### src/rtl/oled_spi_decoder.sv
// Decodes the OLED 4-wire link into command and pixel-write strobes.
// Define OLED_DEC_SYNC_EN to add a 2-flop input synchroniser.
module oled_spi_decoder #(
  parameter int X_MAX = 95,
  parameter int Y_MAX = 63
) (
  input  logic        HCLK,
  input  logic        HRESET,
  input  logic        nCS,
  input  logic        DnC,
  input  logic        SDIN,
  input  logic        SCLK,
  output logic        pix_valid,
  output logic [6:0]  pix_x,
  output logic [5:0]  pix_y,
  output logic [15:0] pix_colour,
  output logic        cmd_valid,
  output logic [7:0]  cmd_byte,
  output logic        frag_err
);

  typedef enum logic [2:0] {
    IDLE,
    X_START,
    X_END,
    Y_START,
    Y_END,
    PIX_HI,
    PIX_LO
  } state_t;

  logic [3:0] link_in;
  logic [3:0] link_pre;

  assign link_in = {nCS, DnC, SDIN, SCLK};

`ifdef OLED_DEC_SYNC_EN
  logic [3:0] sync1;
  logic [3:0] sync2;

  always_ff @(posedge HCLK) begin
    if (HRESET) begin
      sync1 <= 4'b1000;
      sync2 <= 4'b1000;
    end else begin
      sync1 <= link_in;
      sync2 <= sync1;
    end
  end

  assign link_pre = sync2;
`else
  assign link_pre = link_in;
`endif

  logic cs_r, dc_r, sd_r, sck_r;
  logic cs_d, sck_d;

  always_ff @(posedge HCLK) begin
    if (HRESET) begin
      cs_r  <= 1'b1;
      dc_r  <= 1'b0;
      sd_r  <= 1'b0;
      sck_r <= 1'b0;
      cs_d  <= 1'b1;
      sck_d <= 1'b0;
    end else begin
      {cs_r, dc_r, sd_r, sck_r} <= link_pre;
      cs_d  <= cs_r;
      sck_d <= sck_r;
    end
  end

  state_t     state;
  logic [6:0] sr;
  logic [2:0] bit_cnt;
  logic [6:0] x_start, x_end, cur_x;
  logic [5:0] y_start, y_end, cur_y;
  logic [7:0] hi_byte;

  logic       sck_rise, cs_rise;
  logic       bit_take, last, frag, shift;
  logic [7:0] rx;
  logic [6:0] x_clip;
  logic [5:0] y_clip;

  // A bit edge coinciding with nCS rising still belongs to the byte.
  assign sck_rise = sck_r & ~sck_d;
  assign cs_rise  = cs_r & ~cs_d;
  assign bit_take = sck_rise & (~cs_r | cs_rise);
  assign last     = bit_take & (bit_cnt == 3'd7);
  assign frag     = cs_rise & ~last & ((bit_cnt != 3'd0) | bit_take);
  assign shift    = bit_take & ~frag;
  assign rx       = {sr, sd_r};

  assign x_clip = (rx > 8'(X_MAX)) ? 7'(X_MAX) : rx[6:0];
  assign y_clip = (rx > 8'(Y_MAX)) ? 6'(Y_MAX) : rx[5:0];

  always_ff @(posedge HCLK) begin
    if (HRESET) begin
      state      <= IDLE;
      sr         <= '0;
      bit_cnt    <= '0;
      x_start    <= '0;
      x_end      <= 7'(X_MAX);
      y_start    <= '0;
      y_end      <= 6'(Y_MAX);
      cur_x      <= '0;
      cur_y      <= '0;
      hi_byte    <= '0;
      pix_valid  <= 1'b0;
      pix_x      <= '0;
      pix_y      <= '0;
      pix_colour <= '0;
      cmd_valid  <= 1'b0;
      cmd_byte   <= '0;
      frag_err   <= 1'b0;
    end else begin
      pix_valid <= 1'b0;
      cmd_valid <= 1'b0;
      frag_err  <= 1'b0;

      if (frag) begin
        bit_cnt  <= '0;
        sr       <= '0;
        frag_err <= 1'b1;
      end else if (shift) begin
        sr      <= rx[6:0];
        bit_cnt <= bit_cnt + 3'd1;
      end

      if (last && !dc_r) begin
        cmd_valid <= 1'b1;
        cmd_byte  <= rx;
        unique case (1'b1)
          (rx == 8'h15): state <= X_START;
          (rx == 8'h75): state <= Y_START;
          (rx == 8'h5C): begin
            state <= PIX_HI;
            cur_x <= x_start;
            cur_y <= y_start;
          end
          default: state <= IDLE;
        endcase
      end else if (last) begin
        unique case (state)
          IDLE: ;
          X_START: begin
            x_start <= x_clip;
            state   <= X_END;
          end
          X_END: begin
            x_end <= (x_clip < x_start) ? x_start : x_clip;
            state <= IDLE;
          end
          Y_START: begin
            y_start <= y_clip;
            state   <= Y_END;
          end
          Y_END: begin
            y_end <= (y_clip < y_start) ? y_start : y_clip;
            state <= IDLE;
          end
          PIX_HI: begin
            hi_byte <= rx;
            state   <= PIX_LO;
          end
          PIX_LO: begin
            pix_valid  <= 1'b1;
            pix_x      <= cur_x;
            pix_y      <= cur_y;
            pix_colour <= {hi_byte, rx};
            state      <= PIX_HI;
            if (cur_x == x_end) begin
              cur_x <= x_start;
              cur_y <= (cur_y == y_end) ? y_start : cur_y + 6'd1;
            end else begin
              cur_x <= cur_x + 7'd1;
            end
          end
          default: state <= IDLE;
        endcase
      end
    end
  end

endmodule
### config.mk
export PLATFORM = sky130hd
export DESIGN_NAME = oled_spi_decoder
export DESIGN_NICKNAME = d
export VERILOG_FILES = /design/src/rtl/oled_spi_decoder.sv
export SDC_FILE = /design/constraint.sdc
export NUM_CORES = 1
export LEC_CHECK = 0
export BUFFER_PORTS_ARGS = -buffer_cell sky130_fd_sc_hd__buf_2
export CAP_MARGIN = 25
export CORE_MARGIN = 1.5
export CORE_UTILIZATION = 55
export CTS_BUF_LIST = sky130_fd_sc_hd__clkbuf_4 sky130_fd_sc_hd__clkbuf_8
export DETAILED_ROUTE_END_ITERATION = 16
export PLACE_DENSITY = 0.8
export SYNTH_ARGS = -nofsm -noshare
export SYNTH_HDL_FRONTEND = slang
export SYNTH_SLANG_ARGS = --single-unit
### constraint.sdc
create_clock -name HCLK -period 3.5 [get_ports HCLK]
set_input_delay 0.35 -clock HCLK [delete_from_list [all_inputs] [get_ports HCLK]]
set_output_delay 0.35 -clock HCLK [all_outputs]
set_load 0.005 [all_outputs]
# After elaboration in Yosys (flattened, before gate mapping)
# Index checks and enable logic that the tools add are counted.
[word_totals]
elab_cells = 99
input_bits = 6
register_bits = 106
output_inout_bits = 40
[op_classes]
n_eq_ne = 14
bitwise_logic = 15
muxes = 22
reduce_logical = 18
add_sub_neg = 3
magnitude_cmp = 4
[ops]
columns = ["operator", "count"]
rows = [
  ["2-to-1 mux 7 bit", 7],
  ["2-to-1 mux 6 bit", 8],
  ["AND reduction 3 bit", 7],
  ["equality test 8 x 7 -> 1 bit, second input constant", 2],
  ["one-hot mux 3 bit (5 select lines)", 1],
  ["equality test 3 bit, second input constant", 4],
  ["one-hot mux 3 bit (3 select lines)", 1],
  ["equality test 8 x 5 -> 1 bit, second input constant", 1],
  ["> comparator 8 x 6 -> 1 bit, second input constant", 1],
  ["> comparator 8 x 7 -> 1 bit, second input constant", 1],
  ["adder 7 x 1 -> 7 bit, second input constant", 1],
  ["bitwise AND 1 bit", 7],
  ["equality test 7 bit", 1],
  ["less-than comparator 7 bit", 1],
  ["adder 6 x 1 -> 6 bit, second input constant", 1],
  ["equality test 3 x 2 -> 1 bit, second input constant", 2],
  ["equality test 6 bit", 1],
  ["less-than comparator 6 bit", 1],
  ["2-to-1 mux 3 bit", 2],
  ["NOT 1 bit", 6],
  ["nonzero test 2 bit", 3],
  ["AND reduction 4 bit", 1],
  ["adder 3 x 1 -> 3 bit, second input constant", 1],
  ["equality test 3 x 1 -> 1 bit, second input constant", 1],
  ["other kinds (11)", 14],
]

# Depth between registers and ports, before layout
[logic_depth]
word_depth = 10
ltp_mapped = 11
mapped_depth_nobuf = 9

# Worst setup path before layout
# OpenSTA, ideal clock, no wires.
[synth_path]
path_kind = "reg2reg"
startpoint = "reg sr[4]"
endpoint = "reg x_end[1]"
period_less_slack_ps = 2308
slack_ps = 1192
stages_incl_launch_ff = 12
t_arrival_ps = 2212
setup_ps = 95
path_buffers = 2
required_ps = 3405
cell_sequence = "dfxtp_1 buf_2 a21o_1 nor2_1 inv_1 ha_1 a21o_1 a21o_1 a21o_1 or2_0 clkbuf_1 o311ai_1"
[synth_via]
elab_chain_len = 4
[synth_rtl]
columns = ["element", "line_no", "rtl"]
rows = [
  ["start: declaration", "75", "logic [6:0] sr;"],
  ["start signal: assignment", "128", "sr <= rx[6:0];"],
  ["> comparator 8 x 7 -> 1 bit", "96", "assign x_clip = (rx > 8'(X_MAX)) ? 7'(X_MAX) : rx[6:0];"],
  ["2-to-1 mux 7 bit", "96", ""],
  ["named net x_clip[4]", "84", "logic [6:0] x_clip;"],
  ["less-than comparator 7 bit", "153", "x_end <= (x_clip < x_start) ? x_start : x_clip;"],
  ["2-to-1 mux 7 bit", "153", ""],
  ["end signal: assignment", "105", "x_end <= 7'(X_MAX);"],
  ["end signal: assignment", "153", ""],
  ["end: declaration", "77", "logic [6:0] x_start, x_end, cur_x;"],
]
# The timed path passes the listed nets, and every way through them passes these cells.
# A chain may end at the register's enable or synchronous reset.

# Final worst setup path
[layout_path]
startpoint = "reg sr[5]"
endpoint = "reg x_end[6]"
# Same word-level chain as after synthesis.

==> results.yml <==
run_status:
  status: "finished with violations"
  failed_checks: "design-rule violations"
clock_network:
  clockBufferDepth: 2
  insertion_delay_ns: 0.38
  cts.sinks: 106
  cts_tree: "done"
  post_cts_resized: 0
  numCtsBuffers: 9
  clk_pin_slew_ns: 0.11
  postCtsSetupRepairBufs: 0
  root_buffer: "clkbuf_8"
  cts_max_level: 3
  cts_hold_buf: 0
pwr:
  pwr-share-comb_pct: 3.0
  p_sw_w: 0.000519
  power.share.switching_pct: 25.2
  internal-power_w: 0.00154
  p_seq_share_pct: 60.0
  finalPower_w: 0.00206
  powerDensity_mw_per_mm2: 378
  leakagePower_nw: 2.06
  p_clk_share_pct: 37.0
  ir_worst_vdd_uv: 272
min_path:
  whs_path_depth: 2
  worstHoldPathType: "input pin to register"
  min_to: "cs_r$_SDFF_PP1_"
  worstHoldStart: "nCS"
logic_synthesis:
  syn-cell-area_mm2: 0.00503
  synth.net_count: 620
  synth_area_per_cell_um2: 8.42
  yosysTopAreaCellShare_pct: 42.2
  synth_seq_cells: 106
  synth_top_area_cell: "dfxtp_1"
  synth_edf_count: 0
  synthTopCellsByArea: "dfxtp_1 42%, nand2_1 6.2%, a21oi_1 5.5%"
  ys_seq_area_share_pct: 42.2
  synthDistinctLibCells: 61
  synthMuxAreaShare_pct: 4.97
  synthXorXnorAreaFrac_pct: 2.61
  ys_warn_count: 0
  synth-simple-area-share_pct: 20.9
  synthArstFlopShare_pct: 0
  synth-compound-area-share_pct: 19.4
  syn_inst: 598
  synth_common_cells: "106 x dfxtp_1, 83 x nand2_1, 55 x a21oi_1"
  ys.flop_type: "dfxtp_1"
  synth.most_common_cell: "dfxtp_1"
  synthAdderAreaFrac_pct: 3.98
  synth_top_family_by_area: "simple AND/OR/NAND/NOR gates"
sta:
  fin_crit_ns: 2.78
  holdWs_ns: 0.159
  fin_setup_tns_ns: 0
  drv_slew: 0
  setup_viol: 0
  worst_pin_slew_ns: 0.974
  rsz0062_at_grt: "no"
  slew_headroom_pct: 34.9
  fin_crit_sh_pct: 79.5
  final.setup.worst_slack_ns: 0.718
  hold_viol: 0
  skew_ns: 0.0132
  fmax_ghz: 0.359
worst_setup_path:
  rrSetupSlack_ns: 0.72
  timing.critical_path.from: "sr[5]$_SDFFE_PP0P_"
  reg2reg_depth: 9
  worstSetupPathType: "register to register"
  crit_path_max_fanout: 15
  r2r_end: "x_end[6]$_SDFFE_PP1P_"
  end_kind: "register"
  cp.required_ns: 3.78
  reg2reg_from: "sr[5]$_SDFFE_PP0P_"
  critPathArrivalTime_ns: 3.06
  startpoint_type: "register"
global_route:
  grt_pass1_vias: 4089
  grt-ovfl-total: 0
  met1_usage_pct: 33.3
  gr-usage-met2_pct: 41.6
  grt_max_degree: 46
  antenna_found_initial: 0
  grt_busiest_layer: "met2"
  grt_use_total_pct: 25.5
  grtUsageMet3_pct: 5.18
  grt_pass1_wl_mm: 20.0
layout:
  layout-drive-gt1-share_pct: 13.5
  num_antenna_cells: 0
  n_fill_cell: 758
  fin_nets: 640
  syn_to_final_growth_pct: 8.30
detailed_routing:
  vias_per_cell: 6.00
  wl_per_cell_um: 16.6
  drtIter0Drc: 275
  drt-total-wl_mm: 12.1
  vias: 4389
  dr.pass1.iters: 11
  ant_nets: 0
  route.detailed.drc: 1
floorplanning:
  rows: 34
  fp.coreArea_mm2: 0.00881
  dieArea_mm2: 0.00973
  start_util_pct: 57.2
  dieHeight_um: 98.7
  die_w_um: 98.7
  io_pins: 46
placed_design:
  dpl_worst_slack_ns: 0.792
  hpwl_mm: 8.68
  gp_congestion: 0.962
  numPortBuffers: 45
job:
  cap_violations: 0
==> placed cells by master, fill, tap and decap left out, drive strengths merged, types with 13 or more instances in the layout <==
| cell | instances |
|---|---|
| nand2 | 83 |
| a21oi | 57 |
| buf | 51 |
| mux2i | 25 |
| inv | 33 |
| nor2 | 55 |
| ha | 16 |
| dfxtp | 106 |
| a211oi | 19 |
| nand3 | 14 |
| o21ai | 14 |
| nor3 | 13 |
==> through the flow <==
step	instance area (um^2)	util, %	std cells
global placement	5250	59.6	715
detailed placement	5250	59.6	715
global route	5450	61.9	731
CTS	5450	61.9	731
floorplan	5030	-	598
finish	5450	61.9	731
==> power by group through the flow <==
stage / registers, W / logic, W / clock network, W
global placement: 0.00126 / 0.0000592 / 0
global route: 0.00124 / 0.0000686 / 0.000820
detailed placement: 0.00126 / 0.0000614 / 0
finish: 0.00124 / 0.0000618 / 0.000762
CTS: 0.00123 / 0.0000617 / 0.000777
floorplan: 0.00125 / 0.0000528 / 0
==> critical path, stage by stage (launching register included) <==
cell      delay [ns]
dfxtp_1         0.62
a21o_1          0.39
nor2_1          0.10
inv_1           0.10
ha_1            0.24
a21o_1          0.16
a21o_1          0.17
a21o_1          0.26
or2_0           0.35
o311ai_1        0.29
==> how the worst max path moves through the flow <==
| stage | end | slack (ns) | depth (start not counted) |
|---|---|---|---|
| after detailed placement | x_end[6]$_SDFFE_PP1P_ | 0.79 | 9 |
| after global placement | x_end[4]$_SDFFE_PP1P_ | 0.94 | 9 |
| after CTS | x_end[3]$_SDFFE_PP1P_ | 0.73 | 9 |
| after floorplan | x_end[1]$_SDFFE_PP1P_ | 1.19 | 11 |
| final | x_end[6]$_SDFFE_PP1P_ | 0.72 | 9 |
| after global routing | x_end[6]$_SDFFE_PP1P_ | 0.52 | 9 |
==> kinds of logic (layout without fill, tap and decap cells) <==
| group | count (synthesis) | count (layout) |
|---|---|---|
| simple gates | 220 | 220 |
| xor+xnor | 15 | 15 |
| mux | 25 | 25 |
| fa+ha+maj | 16 | 16 |
| flops | 106 | 106 |
| buf+inv | 71 | 96 |
| compound gates | 145 | 145 |
==> flip-flops by register name, summed over array words and instances (netlist names), 3 cells and up <==
signal,count
bit_cnt,3
cmd_byte,8
cur_x,7
cur_y,6
hi_byte,8
pix_colour,16
pix_x,7
pix_y,6
sr,7
state,3
x_end,7
x_start,7
y_end,6
y_start,6
==> cell type report <==
| cell class | count | area, um^2 | area share, % |
|---|---|---|---|
| Clock buffer | 10 | 138 | 2.52 |
| Sequential cell | 106 | 2120 | 38.9 |
| Tap cell | 108 | 135 | 2.48 |
| Clock inverter | 6 | 65.1 | 1.19 |
| Multi-Input combinational cell | 421 | 2610 | 47.9 |
| Timing Repair Buffer | 51 | 270 | 4.96 |
| Inverter | 29 | 109 | 2.00 |
==> per-layer routing <==
metal	vias to the layer above	wire length (um)	share of wire, %
li1	2135	-	-
met4	0	262	2.2
met5	-	0	0
met1	2081	5480	45
met2	145	5760	47
met3	28	631	5.2
(Power assumes the default switching activity.)
